--- src/rtl/cross_bar_slave_mem.sv ---
// cross_bar_slave_mem
//   Memory responder for one slave port of cross_bar. Accepts a single request
//   at a time, pulses slave_ack ACK_LATENCY edges after the capture edge
//   (writes are committed on that same edge), and for reads pulses slave_resp
//   RESP_LATENCY edges after the ack with the word on slave_rdata.
//
//   Ports
//     clk          in   1   clock, rising edge
//     rst          in   1   asynchronous active-high reset
//     slave_req    in   1   request valid
//     slave_addr   in   32  [AW-1:0] word index, all other bits ignored
//     slave_cmd    in   1   0 = read, 1 = write
//     slave_wdata  in   32  write data
//     slave_ack    out  1   one-cycle accept pulse
//     slave_resp   out  1   one-cycle read-data-valid pulse
//     slave_rdata  out  32  read data, held until the next slave_resp
//
//   state     | meaning
//   ----------+------------------------------------------------------------
//   IDLE      | waiting for slave_req; captures addr/cmd/wdata on an edge
//   ACK_WAIT  | counting down to the ack edge; write commits / read samples
//   RESP_WAIT | read only: counting down to the resp edge
module cross_bar_slave_mem #(
    parameter int DEPTH        = 16,
    parameter int ACK_LATENCY  = 2,
    parameter int RESP_LATENCY = 1
) (
    input  logic        clk,
    input  logic        rst,
    input  logic        slave_req,
    input  logic [31:0] slave_addr,
    input  logic        slave_cmd,
    input  logic [31:0] slave_wdata,
    output logic        slave_ack,
    output logic        slave_resp,
    output logic [31:0] slave_rdata
);

    localparam int AW = $clog2(DEPTH);
    localparam int CW = 4;
    localparam logic [CW-1:0] ACK_LOAD  = CW'(ACK_LATENCY - 1);
    localparam logic [CW-1:0] RESP_LOAD = CW'(RESP_LATENCY - 1);

    localparam logic [1:0] IDLE      = 2'd0;
    localparam logic [1:0] ACK_WAIT  = 2'd1;
    localparam logic [1:0] RESP_WAIT = 2'd2;

    logic [1:0]    state_q, state_d;
    logic [CW-1:0] cnt_q, cnt_d;
    logic [AW-1:0] idx_q, idx_d;
    logic          cmd_q, cmd_d;
    logic [31:0]   wdata_q, wdata_d;
    logic [31:0]   hold_q, hold_d;
    logic          ack_q, ack_d;
    logic          resp_q, resp_d;
    logic [31:0]   rdata_q, rdata_d;
    logic          mem_we;

    logic [31:0]   mem_q [DEPTH];

    // Address bits above the word index only select the slave upstream.
    logic          unused_addr;
    assign unused_addr = ^slave_addr[31:AW];

    always_comb begin
        state_d = state_q;
        cnt_d   = cnt_q;
        idx_d   = idx_q;
        cmd_d   = cmd_q;
        wdata_d = wdata_q;
        hold_d  = hold_q;
        ack_d   = 1'b0;
        resp_d  = 1'b0;
        rdata_d = rdata_q;
        mem_we  = 1'b0;
        case (state_q)
            IDLE: begin
                if (slave_req) begin
                    idx_d   = slave_addr[AW-1:0];
                    cmd_d   = slave_cmd;
                    wdata_d = slave_wdata;
                    cnt_d   = ACK_LOAD;
                    state_d = ACK_WAIT;
                end
            end
            ACK_WAIT: begin
                if (cnt_q == '0) begin
                    ack_d = 1'b1;
                    if (cmd_q) begin
                        mem_we  = 1'b1;
                        state_d = IDLE;
                    end else begin
                        // Sampled at ack so a read sees any earlier committed write;
                        // slave_rdata itself must not move until the resp edge.
                        hold_d  = mem_q[idx_q];
                        cnt_d   = RESP_LOAD;
                        state_d = RESP_WAIT;
                    end
                end else begin
                    cnt_d = cnt_q - 1'b1;
                end
            end
            RESP_WAIT: begin
                if (cnt_q == '0) begin
                    resp_d  = 1'b1;
                    rdata_d = hold_q;
                    state_d = IDLE;
                end else begin
                    cnt_d = cnt_q - 1'b1;
                end
            end
            default: state_d = IDLE;
        endcase
    end

    always_ff @(posedge clk or posedge rst) begin
        if (rst) begin
            state_q <= IDLE;
            cnt_q   <= '0;
            idx_q   <= '0;
            cmd_q   <= 1'b0;
            wdata_q <= '0;
            hold_q  <= '0;
            ack_q   <= 1'b0;
            resp_q  <= 1'b0;
            rdata_q <= '0;
        end else begin
            state_q <= state_d;
            cnt_q   <= cnt_d;
            idx_q   <= idx_d;
            cmd_q   <= cmd_d;
            wdata_q <= wdata_d;
            hold_q  <= hold_d;
            ack_q   <= ack_d;
            resp_q  <= resp_d;
            rdata_q <= rdata_d;
        end
    end

    // Array is deliberately not reset; a write only lands when the ack edge is
    // reached, so a reset before ack leaves the word untouched.
    always_ff @(posedge clk) begin
        if (mem_we) begin
            mem_q[idx_q] <= wdata_q;
        end
    end

    assign slave_ack   = ack_q;
    assign slave_resp  = resp_q;
    assign slave_rdata = rdata_q;

endmodule
--- config.mk ---
export PLATFORM = sky130hd
export DESIGN_NAME = cross_bar_slave_mem
export DESIGN_NICKNAME = d
export VERILOG_FILES = /design/src/rtl/cross_bar_slave_mem.sv
export SDC_FILE = /design/constraint.sdc
export NUM_CORES = 1
export LEC_CHECK = 0
export CAP_MARGIN = 0
export CORE_MARGIN = 2
export CORE_UTILIZATION = 31
export DETAILED_ROUTE_END_ITERATION = 6
export SYNTH_ARGS = -nofsm -noshare
export SYNTH_HDL_FRONTEND = slang
export SYNTH_SLANG_ARGS = --single-unit
export TNS_END_PERCENT = 30
--- constraint.sdc ---
create_clock -name clk -period 7.08 [get_ports clk]
set_clock_uncertainty 0.05 [all_clocks]
set_input_delay 1.062 -clock clk [delete_from_list [all_inputs] [get_ports clk]]
set_output_delay 1.062 -clock clk [all_outputs]
set_load 0.02 [all_outputs]
Word-level counts from Yosys, hierarchy flattened
Memory sizes are Yosys's and may differ from the RTL's. A register that Yosys moved wholly into a read port is not among the register bits.
Index checks and enable logic that the tools add are counted.
Cells by class
  add/sub/neg operators: 1
  reductions and logical operators: 8
  equality and inequality tests: 7
  mux-type cells: 18
  bitwise gates (word level): 1
Operator list (count)
  $mux 4: 4
  $pmux 4 s3: 1
  $mux 1: 8
  $mux 2: 4
  $ne 2x2->1 const B: 4
  $pmux 2 s3: 1
  $reduce_and 3->1: 2
  $logic_not 4->1: 1
  $reduce_and 2->1: 2
  $reduce_and 4->1: 1
  $sub 4x1->4 const B: 1
  $ne 3x3->1 const B: 1
  $reduce_bool 3->1: 1
  $eq 2x1->1 const B: 1
  $eq 2x2->1 const B: 1
  $logic_not 2->1: 1
  $not 1->1: 1
Word-level totals
  memories: 1
  memory bits (writable): 512
  register bits after elaboration: 77
Memory list
  mem_q: depth 16, bits a word 32, read ports 1, clocked after Yosys merged registers in 1, wr ports 1, RTL line 59  | logic [31:0] mem_q [DEPTH];

Longest topological paths before layout
  word-level depth: 5
  depth in mapped cells: 8

Worst setup path before layout
No wires, ideal clock.
  path type: register to register
  start point: register cnt_q[0]
  end point: memory mem_q[3][0] (enable)
  path slack: 3.096 ns
  cell stages (with the launch flop): 7
  buffers on the path: 0
  arrival time: 3.473 ns
  cell sequence: dfrtp_1 -> inv_1 -> ha_1 -> nor3b_4 -> and3_4 -> nand3_1 -> nor3_1
Between the ends
  longest elaborated chain between the ends: 5
RTL lines
  start: declaration: RTL line 49  | logic [CW-1:0] cnt_q, cnt_d;
  start signal: assignment: RTL line 129  | cnt_q <= cnt_d;
  $logic_not 4->1: RTL line 87  | if (cnt_q == '0) begin
  $mux 1: RTL line 87
  $mux 1: RTL line 76  | case (state_q)
  $mux 1: RTL line 143  | if (mem_we) begin
  $mux 1 (implied by the code): RTL line 144  | mem_q[idx_q] <= wdata_q;
  end: declaration: RTL line 59
Every way passes these cells.

==> summary.md <==
| Metric | Value |
|---|---|
| Grt ovf | 0 |
| Clk slew on worst S/H paths | 0.07 ns |
| Worst setup EP type | flip-flop |
| Htree depth | 2 |
| Area grow syn2layout | 16.6% |
| Inserted Diodes | 0 |
| Worst skew pair latency | 0.62 ns |
| Worst-path maximum fanout | 66 |
| Drt total wl | 50500 um |
| Mux cell area share after synthesis | 0.149 |
| Async S/R FF share, synth | 0.176 |
| Final Max Slew Viols | 0 |
| Hold Buf Count CTS | 0 |
| DP HPWL | 28200 um |
| Post-synth top area cell | edfxtp_1 |
| Final setup margin | 3.52 ns |
| Simple-Gate Fraction of Synth Area | 0.0320 |
| Post-synth EDFFs | 512 |
| Largest family of logic cells by synthesized area | multiplexers |
| # Post-CTS Setup Buffers | 0 |
| Initial antenna violation count | 0 |
| Die width | approximately 280 um |
| Antenna-violating nets left | 0 |
| Complex-gate fraction of the synthesized area | 0.0339 |
| Num CTS Buffers | between 50 and 60 |
| CTS sink cnt | 621 |
| Pwr Total | 0.0110 W |
| Dominant cell by count in the synthesized netlist | edfxtp_1 |
| Port Buf Inserts | 73 |
| Slowest-stage cell, CP | buf_4 |
| CTS tree | done |
| CP Cell Sequence | buf_4 -> buf_4 -> mux4_2 -> a22oi_1 -> nand3_1 |
| Dominant synthesized flop cell | edfxtp_1 |
| Worst slew pin tran | 1.11 ns |
| Routed via count | 11400 |
| Post-synth top area share | 0.651 |
| Stages on worst setup path | 5 |
| Synth area leaders | edfxtp_1 65%, dfrtp_1 12%, mux4_2 6.1%, mux2i_1 5.4%, a22oi_1 3.0% |
| Vias in the first global route | approximately 12000 |
| FMAX | 0.281 GHz |
| First-pass GRT wire length | 76500 um |
| Final hold violation count | 0 |
| Worst path top cell family by delay | buffers and inverters |
| CP Launch Type | flip-flop |
| Period utilization | 0.503 |
| Cell Pwr Density | 399 mW/mm^2 |
| Max Used Layer | met4 |
| Register bit total from synthesis | 621 |
| Initial drt markers | 811 |
| Final RePlAce weighted congestion | between 0.7 and 0.8 |
| DR pass1 iterations | 5 |
| Crit path required time | roughly 7.5 ns |
| Pin count of the biggest net entering global routing | 67 |
| Critical path class | flip-flop to flip-flop |
| Synth cell types | 37 |
| Worst hold path class | flip-flop to flip-flop |
| VDD IR max | approximately 0.23 mV |
| Initial Utilization | 0.312 |
| Fin crit period | 3.56 ns |
| Register area share after synthesis | 0.766 |
| Post-Syn Instances | 1218 |
| Core Area | about 0.076 mm^2 |
| Wire length on met1 | 20800 um |
| Metal2 WL | 26000 um |
| Outcome | completed |
| Final setup vio count | 0 |
| Per-cell routed wire length | 21.5 um |
| Synth top cells by count | 512 x edfxtp_1, 128 x mux2i_1, 109 x dfrtp_1 |
| Hold Slack | 0.428 ns |
| Yosys Warn Count | 0 |
| Relative slew slack | 0.257 |
| WHS Path Cells | 2 |
| Max cap viols | 0 |
| All-Layer GR Usage | 0.130 |
| # nets final | 1393 |
| Syn Nets | about 1300 |
| Setup TNS Final | 0 ns |
| Vias/cell | 4.85 |
| Root Buffer | clkbuf_16 |
| Pre-CTS setup slack | 3.47 ns |
| Met3 Wirelength | 2360 um |
| Synth Area in XOR/XNOR | 0 |
| # rows | 101 |
| Arrival time worst endpoint | 4.00 ns |
| Post-Synth Adder-Cell Area | 0.00371 |
| Max stage delay on crit path | 0.92 ns |
| Layout cells sized above 1 | 0.184 |
| Reg2reg path depth | 5 |
| Cell Area, Synth | 0.0236 mm^2 |
| Crit path buf inv count | 2 |
| Die span in y | 280 um |
| RSZ-0062 raised after global routing | false |
| Cts repair resizes | 0 |
| Die Area | 0.0785 mm^2 |
| CP most frequent cell | buf_4 |
| Clk buf depth | 3 |
| Num ports | 102 |
| Leak | 9.42 nW |
| Post-Syn Area per Cell | 19.4 um^2 |
| # DRC | 0 |
==> layout make-up <==
class | instances | area, um^2
repair buffers | 106 | 978
inverters | 5 | 23.8
multi-input cells | 525 | 5300
fillers | 6812 | 48100
clock inverters | 28 | 283
clock buffers | 81 | 1630
well taps | 978 | 1220
flip-flops and latches | 621 | 18100
==> path summary, 6_finish.rpt <==
check,from,endpoint,slack [ns]
setup / recovery,idx_q[3]$_DFFE_PP0P_,hold_q[6]$_DFFE_PP0P_,3.52
hold / removal,hold_q[23]$_DFFE_PP0P_,hold_q[23]$_DFFE_PP0P_,0.43
setup reg to reg,idx_q[3]$_DFFE_PP0P_,hold_q[6]$_DFFE_PP0P_,3.52
hold reg to reg,hold_q[23]$_DFFE_PP0P_,hold_q[23]$_DFFE_PP0P_,0.43
max in group asynchronous,rst,slave_rdata[21]$_DFFE_PP0N_,4.93
min in group asynchronous,rst,wdata_q[3]$_DFFE_PP0P_,0.89
==> routing by layer <==
metal  vias to the layer above  track usage
met5                         -            0
met4                         0       0.0457
met3                        84       0.0217
met2                       243        0.230
met1                      5956        0.160
li1                       5084            -
==> cell usage in the layout, fill, tap and decap left out, types with 17 or more instances in the layout <==
cell type          n
edfxtp_1         512
mux2i_1          128
dfrtp_1          107
a22oi_1           96
clkdlybuf4s50_1   73
nand3_1           65
mux4_2            64
clkbuf_16         61
mux2_2            44
nand2_1           37
buf_4             33
mux2_1            27
clkbuf_1          17
==> where the power goes <==
| group | total (W) | switching [W] | internal (W) |
|---|---|---|---|
| Sequential | 0.00549 | 0.000683 | 0.00480 |
| Combinational | 0.00237 | 0.00123 | 0.00113 |
| Clock | 0.00313 | 0.00131 | 0.00182 |
| Total | 0.0110 | 0.00323 | 0.00776 |
==> stage by stage <==
step            util  cell area, um^2  std cells
4_1_cts        0.364            27500       2344
3_5_place_dp   0.339            25600       2235
3_3_place_gp   0.339            25600       2235
6_report       0.364            27500       2344
2_1_floorplan      -            23600       1218
5_1_grt        0.364            27500       2344
==> state kept, by name, indices dropped and copies added, names as in the netlist <==
name and flops:
mem_q 512, hold_q 32, slave_rdata 32, wdata_q 32, cnt_q 4, idx_q 4, state_q 2, cmd_q 1
slave_ack 1, slave_resp 1
==> kinds of logic after synthesis <==
logic type	Yosys count
simple gates	147
compound gates	108
mux	263
buf+inv	72
fa+ha+maj	7
flops	621
==> worst min-delay path: cells and delay by family, from the launching register on <==
kind | cells | cell delay [ns]
flops | 1 | 0.34
simple gates | 2 | 0.10
Power figures use the tool's default switching activity.
